### src/rtl/cv32e40x_wb_arbiter_if.sv
// Write-back arbiter bus: EX and LSU result offers, flush/clear controls,
// and the arbitrated register-file write port with status.
interface cv32e40x_wb_arbiter_if;
  logic        ex_valid_i;
  logic [4:0]  ex_waddr_i;
  logic [31:0] ex_wdata_i;
  logic        ex_ready_o;
  logic        lsu_valid_i;
  logic [4:0]  lsu_waddr_i;
  logic [31:0] lsu_wdata_i;
  logic        flush_i;
  logic        clr_cnt_i;
  logic        rf_we_o;
  logic [4:0]  rf_waddr_o;
  logic [31:0] rf_wdata_o;
  logic        buf_full_o;
  logic [15:0] stall_cnt_o;

  // Arbiter side
  modport slave (
    input  ex_valid_i, ex_waddr_i, ex_wdata_i,
    input  lsu_valid_i, lsu_waddr_i, lsu_wdata_i,
    input  flush_i, clr_cnt_i,
    output ex_ready_o, rf_we_o, rf_waddr_o, rf_wdata_o, buf_full_o, stall_cnt_o
  );

  // Pipeline / driver side
  modport master (
    output ex_valid_i, ex_waddr_i, ex_wdata_i,
    output lsu_valid_i, lsu_waddr_i, lsu_wdata_i,
    output flush_i, clr_cnt_i,
    input  ex_ready_o, rf_we_o, rf_waddr_o, rf_wdata_o, buf_full_o, stall_cnt_o
  );
endinterface

### src/rtl/cv32e40x_wb_arbiter.sv
// Shares one register-file write port between EX and LSU. The LSU cannot be
// stalled and always wins; a colliding EX result parks in a one-entry buffer
// that drains in the next LSU-free cycle, keeping EX results in order.
module cv32e40x_wb_arbiter (
  input  logic                  clk,
  input  logic                  rst,
  cv32e40x_wb_arbiter_if.slave  bus
);

  localparam int unsigned AW = 5;
  localparam int unsigned DW = 32;
  localparam int unsigned CW = 16;

  typedef enum logic {EMPTY = 1'b0, FULL = 1'b1} state_e;

  state_e          state_q, state_d;
  logic [AW-1:0]   buf_waddr_q, buf_waddr_d;
  logic [DW-1:0]   buf_wdata_q, buf_wdata_d;
  logic            win;
  logic [AW-1:0]   win_waddr;
  logic [DW-1:0]   win_wdata;
  logic            ex_ready;
  logic            ex_acc;
  logic            rf_we_q;
  logic [AW-1:0]   rf_waddr_q;
  logic [DW-1:0]   rf_wdata_q;
  logic [CW-1:0]   stall_cnt_q;

  // EX may proceed whenever the buffer is free or the LSU is not claiming the port
  assign ex_ready = (state_q == EMPTY) || !bus.lsu_valid_i;
  assign ex_acc   = bus.ex_valid_i && ex_ready;

  // State and holding-buffer registers
  always_ff @(posedge clk or posedge rst) begin
    if (rst) begin
      state_q     <= EMPTY;
      buf_waddr_q <= AW'(0);
      buf_wdata_q <= DW'(0);
    end else begin
      state_q     <= state_d;
      buf_waddr_q <= buf_waddr_d;
      buf_wdata_q <= buf_wdata_d;
    end
  end

  // Winner selection, buffer capture and next state
  always_comb begin
    state_d     = state_q;
    buf_waddr_d = buf_waddr_q;
    buf_wdata_d = buf_wdata_q;
    win         = 1'b0;
    win_waddr   = AW'(0);
    win_wdata   = DW'(0);

    if (bus.lsu_valid_i) begin
      win       = 1'b1;
      win_waddr = bus.lsu_waddr_i;
      win_wdata = bus.lsu_wdata_i;
      if ((state_q == EMPTY) && ex_acc) begin
        buf_waddr_d = bus.ex_waddr_i;
        buf_wdata_d = bus.ex_wdata_i;
        state_d     = FULL;
      end
    end else if (state_q == FULL) begin
      win       = 1'b1;
      win_waddr = buf_waddr_q;
      win_wdata = buf_wdata_q;
      if (ex_acc) begin
        buf_waddr_d = bus.ex_waddr_i;
        buf_wdata_d = bus.ex_wdata_i;
      end else begin
        state_d = EMPTY;
      end
    end else if (ex_acc) begin
      win       = 1'b1;
      win_waddr = bus.ex_waddr_i;
      win_wdata = bus.ex_wdata_i;
    end

    // Flush drops every EX-side result; only an LSU write survives
    if (bus.flush_i) begin
      state_d = EMPTY;
      if (!bus.lsu_valid_i) begin
        win = 1'b0;
      end
    end
  end

  // Registered write port; address/data hold when nothing wins
  always_ff @(posedge clk or posedge rst) begin
    if (rst) begin
      rf_we_q    <= 1'b0;
      rf_waddr_q <= AW'(0);
      rf_wdata_q <= DW'(0);
    end else begin
      rf_we_q <= win && (win_waddr != AW'(0));
      if (win) begin
        rf_waddr_q <= win_waddr;
        rf_wdata_q <= win_wdata;
      end
    end
  end

  // Saturating count of cycles EX was held off
  always_ff @(posedge clk or posedge rst) begin
    if (rst) begin
      stall_cnt_q <= CW'(0);
    end else if (bus.clr_cnt_i) begin
      stall_cnt_q <= CW'(0);
    end else if (bus.ex_valid_i && !ex_ready && (stall_cnt_q != {CW{1'b1}})) begin
      stall_cnt_q <= stall_cnt_q + CW'(1);
    end
  end

  assign bus.ex_ready_o  = ex_ready;
  assign bus.rf_we_o     = rf_we_q;
  assign bus.rf_waddr_o  = rf_waddr_q;
  assign bus.rf_wdata_o  = rf_wdata_q;
  assign bus.buf_full_o  = (state_q == FULL);
  assign bus.stall_cnt_o = stall_cnt_q;

endmodule

### src/flat_wrapper.sv
// flat-port wrapper written by rule: the top's interface ports become plain ports
module cv32e40x_wb_arbiter_flat 
  (clk, rst, bus_ex_valid_i, bus_ex_waddr_i, bus_ex_wdata_i, bus_lsu_valid_i, bus_lsu_waddr_i, bus_lsu_wdata_i, bus_flush_i, bus_clr_cnt_i, bus_ex_ready_o, bus_rf_we_o, bus_rf_waddr_o, bus_rf_wdata_o, bus_buf_full_o, bus_stall_cnt_o);
  cv32e40x_wb_arbiter_if bus_i ();
  input  logic clk;
  input  logic rst;
  input wire logic [$bits(bus_i.ex_valid_i)-1:0] bus_ex_valid_i;
  input wire logic [$bits(bus_i.ex_waddr_i)-1:0] bus_ex_waddr_i;
  input wire logic [$bits(bus_i.ex_wdata_i)-1:0] bus_ex_wdata_i;
  input wire logic [$bits(bus_i.lsu_valid_i)-1:0] bus_lsu_valid_i;
  input wire logic [$bits(bus_i.lsu_waddr_i)-1:0] bus_lsu_waddr_i;
  input wire logic [$bits(bus_i.lsu_wdata_i)-1:0] bus_lsu_wdata_i;
  input wire logic [$bits(bus_i.flush_i)-1:0] bus_flush_i;
  input wire logic [$bits(bus_i.clr_cnt_i)-1:0] bus_clr_cnt_i;
  output wire logic [$bits(bus_i.ex_ready_o)-1:0] bus_ex_ready_o;
  output wire logic [$bits(bus_i.rf_we_o)-1:0] bus_rf_we_o;
  output wire logic [$bits(bus_i.rf_waddr_o)-1:0] bus_rf_waddr_o;
  output wire logic [$bits(bus_i.rf_wdata_o)-1:0] bus_rf_wdata_o;
  output wire logic [$bits(bus_i.buf_full_o)-1:0] bus_buf_full_o;
  output wire logic [$bits(bus_i.stall_cnt_o)-1:0] bus_stall_cnt_o;
  assign bus_i.ex_valid_i = bus_ex_valid_i;
  assign bus_i.ex_waddr_i = bus_ex_waddr_i;
  assign bus_i.ex_wdata_i = bus_ex_wdata_i;
  assign bus_i.lsu_valid_i = bus_lsu_valid_i;
  assign bus_i.lsu_waddr_i = bus_lsu_waddr_i;
  assign bus_i.lsu_wdata_i = bus_lsu_wdata_i;
  assign bus_i.flush_i = bus_flush_i;
  assign bus_i.clr_cnt_i = bus_clr_cnt_i;
  assign bus_ex_ready_o = bus_i.ex_ready_o;
  assign bus_rf_we_o = bus_i.rf_we_o;
  assign bus_rf_waddr_o = bus_i.rf_waddr_o;
  assign bus_rf_wdata_o = bus_i.rf_wdata_o;
  assign bus_buf_full_o = bus_i.buf_full_o;
  assign bus_stall_cnt_o = bus_i.stall_cnt_o;
  cv32e40x_wb_arbiter u_core (.clk(clk), .rst(rst), .bus(bus_i));
endmodule
### config.mk
export PLATFORM = sky130hd
export DESIGN_NAME = cv32e40x_wb_arbiter_flat
export DESIGN_NICKNAME = d
export VERILOG_FILES = /design/src/rtl/cv32e40x_wb_arbiter_if.sv /design/src/rtl/cv32e40x_wb_arbiter.sv /design/src/flat_wrapper.sv
export SDC_FILE = /design/constraint.sdc
export NUM_CORES = 1
export LEC_CHECK = 0
export BUFFER_PORTS_ARGS = -buffer_cell sky130_fd_sc_hd__clkbuf_2
export CAP_MARGIN = 20
export CORE_MARGIN = 10
export CORE_UTILIZATION = 47
export DETAILED_ROUTE_END_ITERATION = 8
export HOLD_SLACK_MARGIN = 0.02
export PLACE_DENSITY = 0.83
export SYNTH_ARGS = -nofsm -noshare
export SYNTH_HDL_FRONTEND = slang
export SYNTH_SLANG_ARGS = --single-unit
export TNS_END_PERCENT = 1
### constraint.sdc
create_clock -name clk -period 2.7 [get_ports clk]
set_input_delay 0.405 -clock clk [delete_from_list [all_inputs] [get_ports clk]]
set_output_delay 0.405 -clock clk [all_outputs]
set_load 0.02 [all_outputs]
==> results.py <==
metrics = {
    "outcome": {
        "outcome": "completed",
    },
    "cells_and_area": {
        "syn_to_final_growth_pct": 21.43,
        "final_common_cell": "clkbuf_2",
        "final_util_pct": 58.45,
        "area.sequential_um2": 2303,
        "multi_input_area_um2": 2230,
        "num-nets-final": 643,
        "drive_above_1_share_pct": 42.86,
        "final_cells": 700,
        "antenna_cells": 0,
        "final_area_um2": 5687,
        "layout_common_cells": "clkbuf_2 (135), dfrtp_1 (91), mux2_2 (78), nand2_1 (45), a21oi_1 (45)",
        "fill_cells": 855,
    },
    "route": {
        "vias_per_cell": 5.386,
        "firstDrtPassIters": 4,
        "route.vias.total": 3770,
        "ant_nets": 0,
        "post_drt_wl_per_cell_um": 17.16,
        "dr.first_iter.drc_count": 356,
        "drc": 0,
        "routed_wl_um": 12020,
    },
    "timing": {
        "finalHoldViolCount": 0,
        "setup_ws_ps": 367.4,
        "tightest_slew_ps": 498.1,
        "fmax_mhz": 428.7,
        "min_period_ps": 2333,
        "tns_ps": 0,
        "fin_skew_ps": 6.633,
        "finalSetupViolations": 0,
        "slew_headroom_pct": 66.80,
        "slew_violations": 0,
        "worst_hold_slack_ps": 182.7,
        "period_share_pct": 86.39,
        "rsz0062_at_grt": "no",
    },
    "global_routing": {
        "first_global_vias": 4190,
        "grt_use_total_pct": 16.90,
        "grt_pass1_wl_um": 20240,
        "antenna_found_initial": 0,
        "grt_max_degree": 93,
        "grt_overflow": 0,
    },
    "critical_path": {
        "critPathSlowestCell": "dfrtp_2",
        "critPathLaunch": "u_core.bus.buf_full_o",
        "criticalPathCategory": "reg2out",
        "critPathMaxFanout": 40,
        "endpoint_kind": "primary output",
        "worst_ep_arrival_time_ps": 1930,
        "cpPeakStageDelay_ps": 600,
        "timing.rr.start": "u_core.bus.buf_full_o",
        "rrSetupSlack_ps": 560,
        "worstPathRequired_ps": 2300,
        "worstSetupStartpointType": "flop",
        "reg2reg_depth": 4,
        "crit_chain": "buf_4, buf_4, nand2_1, clkbuf_2",
        "cp_common_cell": "buf_4",
        "worstReg2RegEnd": "u_core.bus.stall_cnt_o[13]",
    },
    "power_and_ir_drop": {
        "pwr-share-seq_pct": 51.6,
        "p_int_mw": 2.309,
        "finalPower_mw": 3.265,
        "p_comb_share_pct": 22.3,
        "clkPwrFrac_pct": 26.1,
        "leakagePower_nw": 2.719,
        "netSwitchingPower_mw": 0.9554,
        "powerDensity_nw_per_um2": 574.1,
        "swShare_pct": 29.26,
        "peakVddDrop_mv": 0.3047,
    },
    "placed_design": {
        "globalplace.congestion": 0.8054,
        "dpl.hpwl_um": 8955,
        "place_area_um2": 5514,
        "placedCellCount": 684,
        "pre_cts_ws_ps": 431.0,
        "portBuffers": 135,
    },
    "floorplanning": {
        "coreArea_um2": 9729,
        "num_rows": 36,
        "initial_utilization_pct": 48.14,
        "die_h_um": 119.8,
        "ios": 136,
        "die_w_um": 119.8,
        "die_area_um2": 14360,
    },
    "clock_network": {
        "path_clk_slew_ps": 90,
        "clock-root-buffer": "clkbuf_8",
        "tritoncts": "done",
        "cts_buffers": 9,
        "clockBufferDepth": 2,
        "clock_latency_ps": 350,
        "ctsResizeCount": 0,
        "cts_setup_buffers": 0,
        "htree_levels": 3,
        "ctsHoldBuffers": 0,
        "cts_num_sinks": 92,
    },
    "synthesis": {
        "syn_area_per_cell_um2": 10.64,
        "synthesis.nets": 521,
        "syn_inst": 440,
        "syn_area_um2": 4683,
        "yosysUniqueCellTypes": 35,
        "synth_async_sr_flop_share_pct": 100.0,
        "yosysSeqAreaShare_pct": 49.16,
        "synth_ff_type": "dfrtp_1",
        "ys_warn_count": 0,
        "synth_seq_cells": 92,
        "synth_edf_count": 0,
    },
    "job": {
        "max-cap-violations": 0,
    },
    "min_path": {
        "hold_class": "in2async",
    },
}
-- cell usage after synthesis (3+ instances only) --
cell,instances,area share [%]
o21ai_0,35,3.7
inv_1,6,0.48
nand3_1,6,0.64
nor3_1,3,0.32
a2bb2oi_1,4,0.75
o41ai_1,3,0.56
nand3b_1,4,0.64
o311ai_0,3,0.56
nor2_1,11,0.88
dfrtp_1,92,49
mux2_2,78,19
and3b_1,31,5.8
buf_2,9,0.96
or4_1,6,0.96
a211oi_1,3,0.48
a21oi_1,45,4.8
o31ai_1,4,0.64
and3_1,3,0.40
nor2b_1,6,0.80
clkbuf_1,23,1.8
nand2_1,46,3.7
-- cell families after synthesis --
logic type	count (synthesis)	synth area share [%]
and+or+nand+nor	126	15.66
DFF	92	49.16
muxes	80	19.18
adders and majority gates	1	0.2671
xor gates and xnor gates	1	0.1870
AOI/OAI and AO/OA	100	12.10
buffers and inverters	40	3.446
-- worst max-delay path: cells and delay by family (launching register included) --
family	cells	cell delay, ps
buffers and inverters	3	820
and+or+nand+nor	1	140
DFF	1	600
-- power by group through the flow --
stage / clock network, mW / registers, mW / logic, mW
finish: 0.852 / 1.69 / 0.727
global route: 0.927 / 1.71 / 0.799
CTS: 0.874 / 1.68 / 0.740
detailed placement: 0 / 1.71 / 0.737
global placement: 0 / 1.70 / 0.710
floorplan: 0 / 1.79 / 0.388
-- sequential cells by signal, summed over array words and instances, names as in the netlist --
| name | count |
|---|---|
| u_core.buf_waddr_q | 5 |
| u_core.buf_wdata_q | 32 |
| u_core.bus.rf_we_o | 1 |
| u_core.bus.rf_waddr_o | 5 |
| u_core.bus.rf_wdata_o | 32 |
| u_core.bus.stall_cnt_o | 16 |
| u_core.bus.buf_full_o | 1 |
-- worst max-delay path by stage --
stage / endpoint / slack, ps / depth (start not counted)
after floorplan: u_core.bus.stall_cnt_o[14] / 690 / 6
after global placement: u_core.bus.stall_cnt_o[11] / 590 / 5
after detailed placement: u_core.bus.stall_cnt_o[13] / 430 / 5
after CTS: bus_ex_ready_o / 340 / 4
after global routing: bus_ex_ready_o / 210 / 4
final: bus_ex_ready_o / 370 / 4
-- final cells by class --
cell class | count | share of cell area (%)
Sequential cell | 92 | 40.51
Clock inverter | 2 | 0.1760
Clock buffer | 14 | 2.860
Tap cell | 133 | 2.926
Inverter | 6 | 0.4620
Multi-Input combinational cell | 308 | 39.21
Timing Repair Buffer | 145 | 13.86
-- metal layers --
layer  vias up  wire length [um]  share of wire [%]  track usage [%]
met5         -                 0                  0                0
met4         0               201                1.7            5.581
met3        18               801                6.7            5.204
met2       103              5998                 50            29.37
met1      1817              5013                 42            19.39
li1       1832                 -                  -                -
Note: power is estimated with default switching activity, not from simulation.
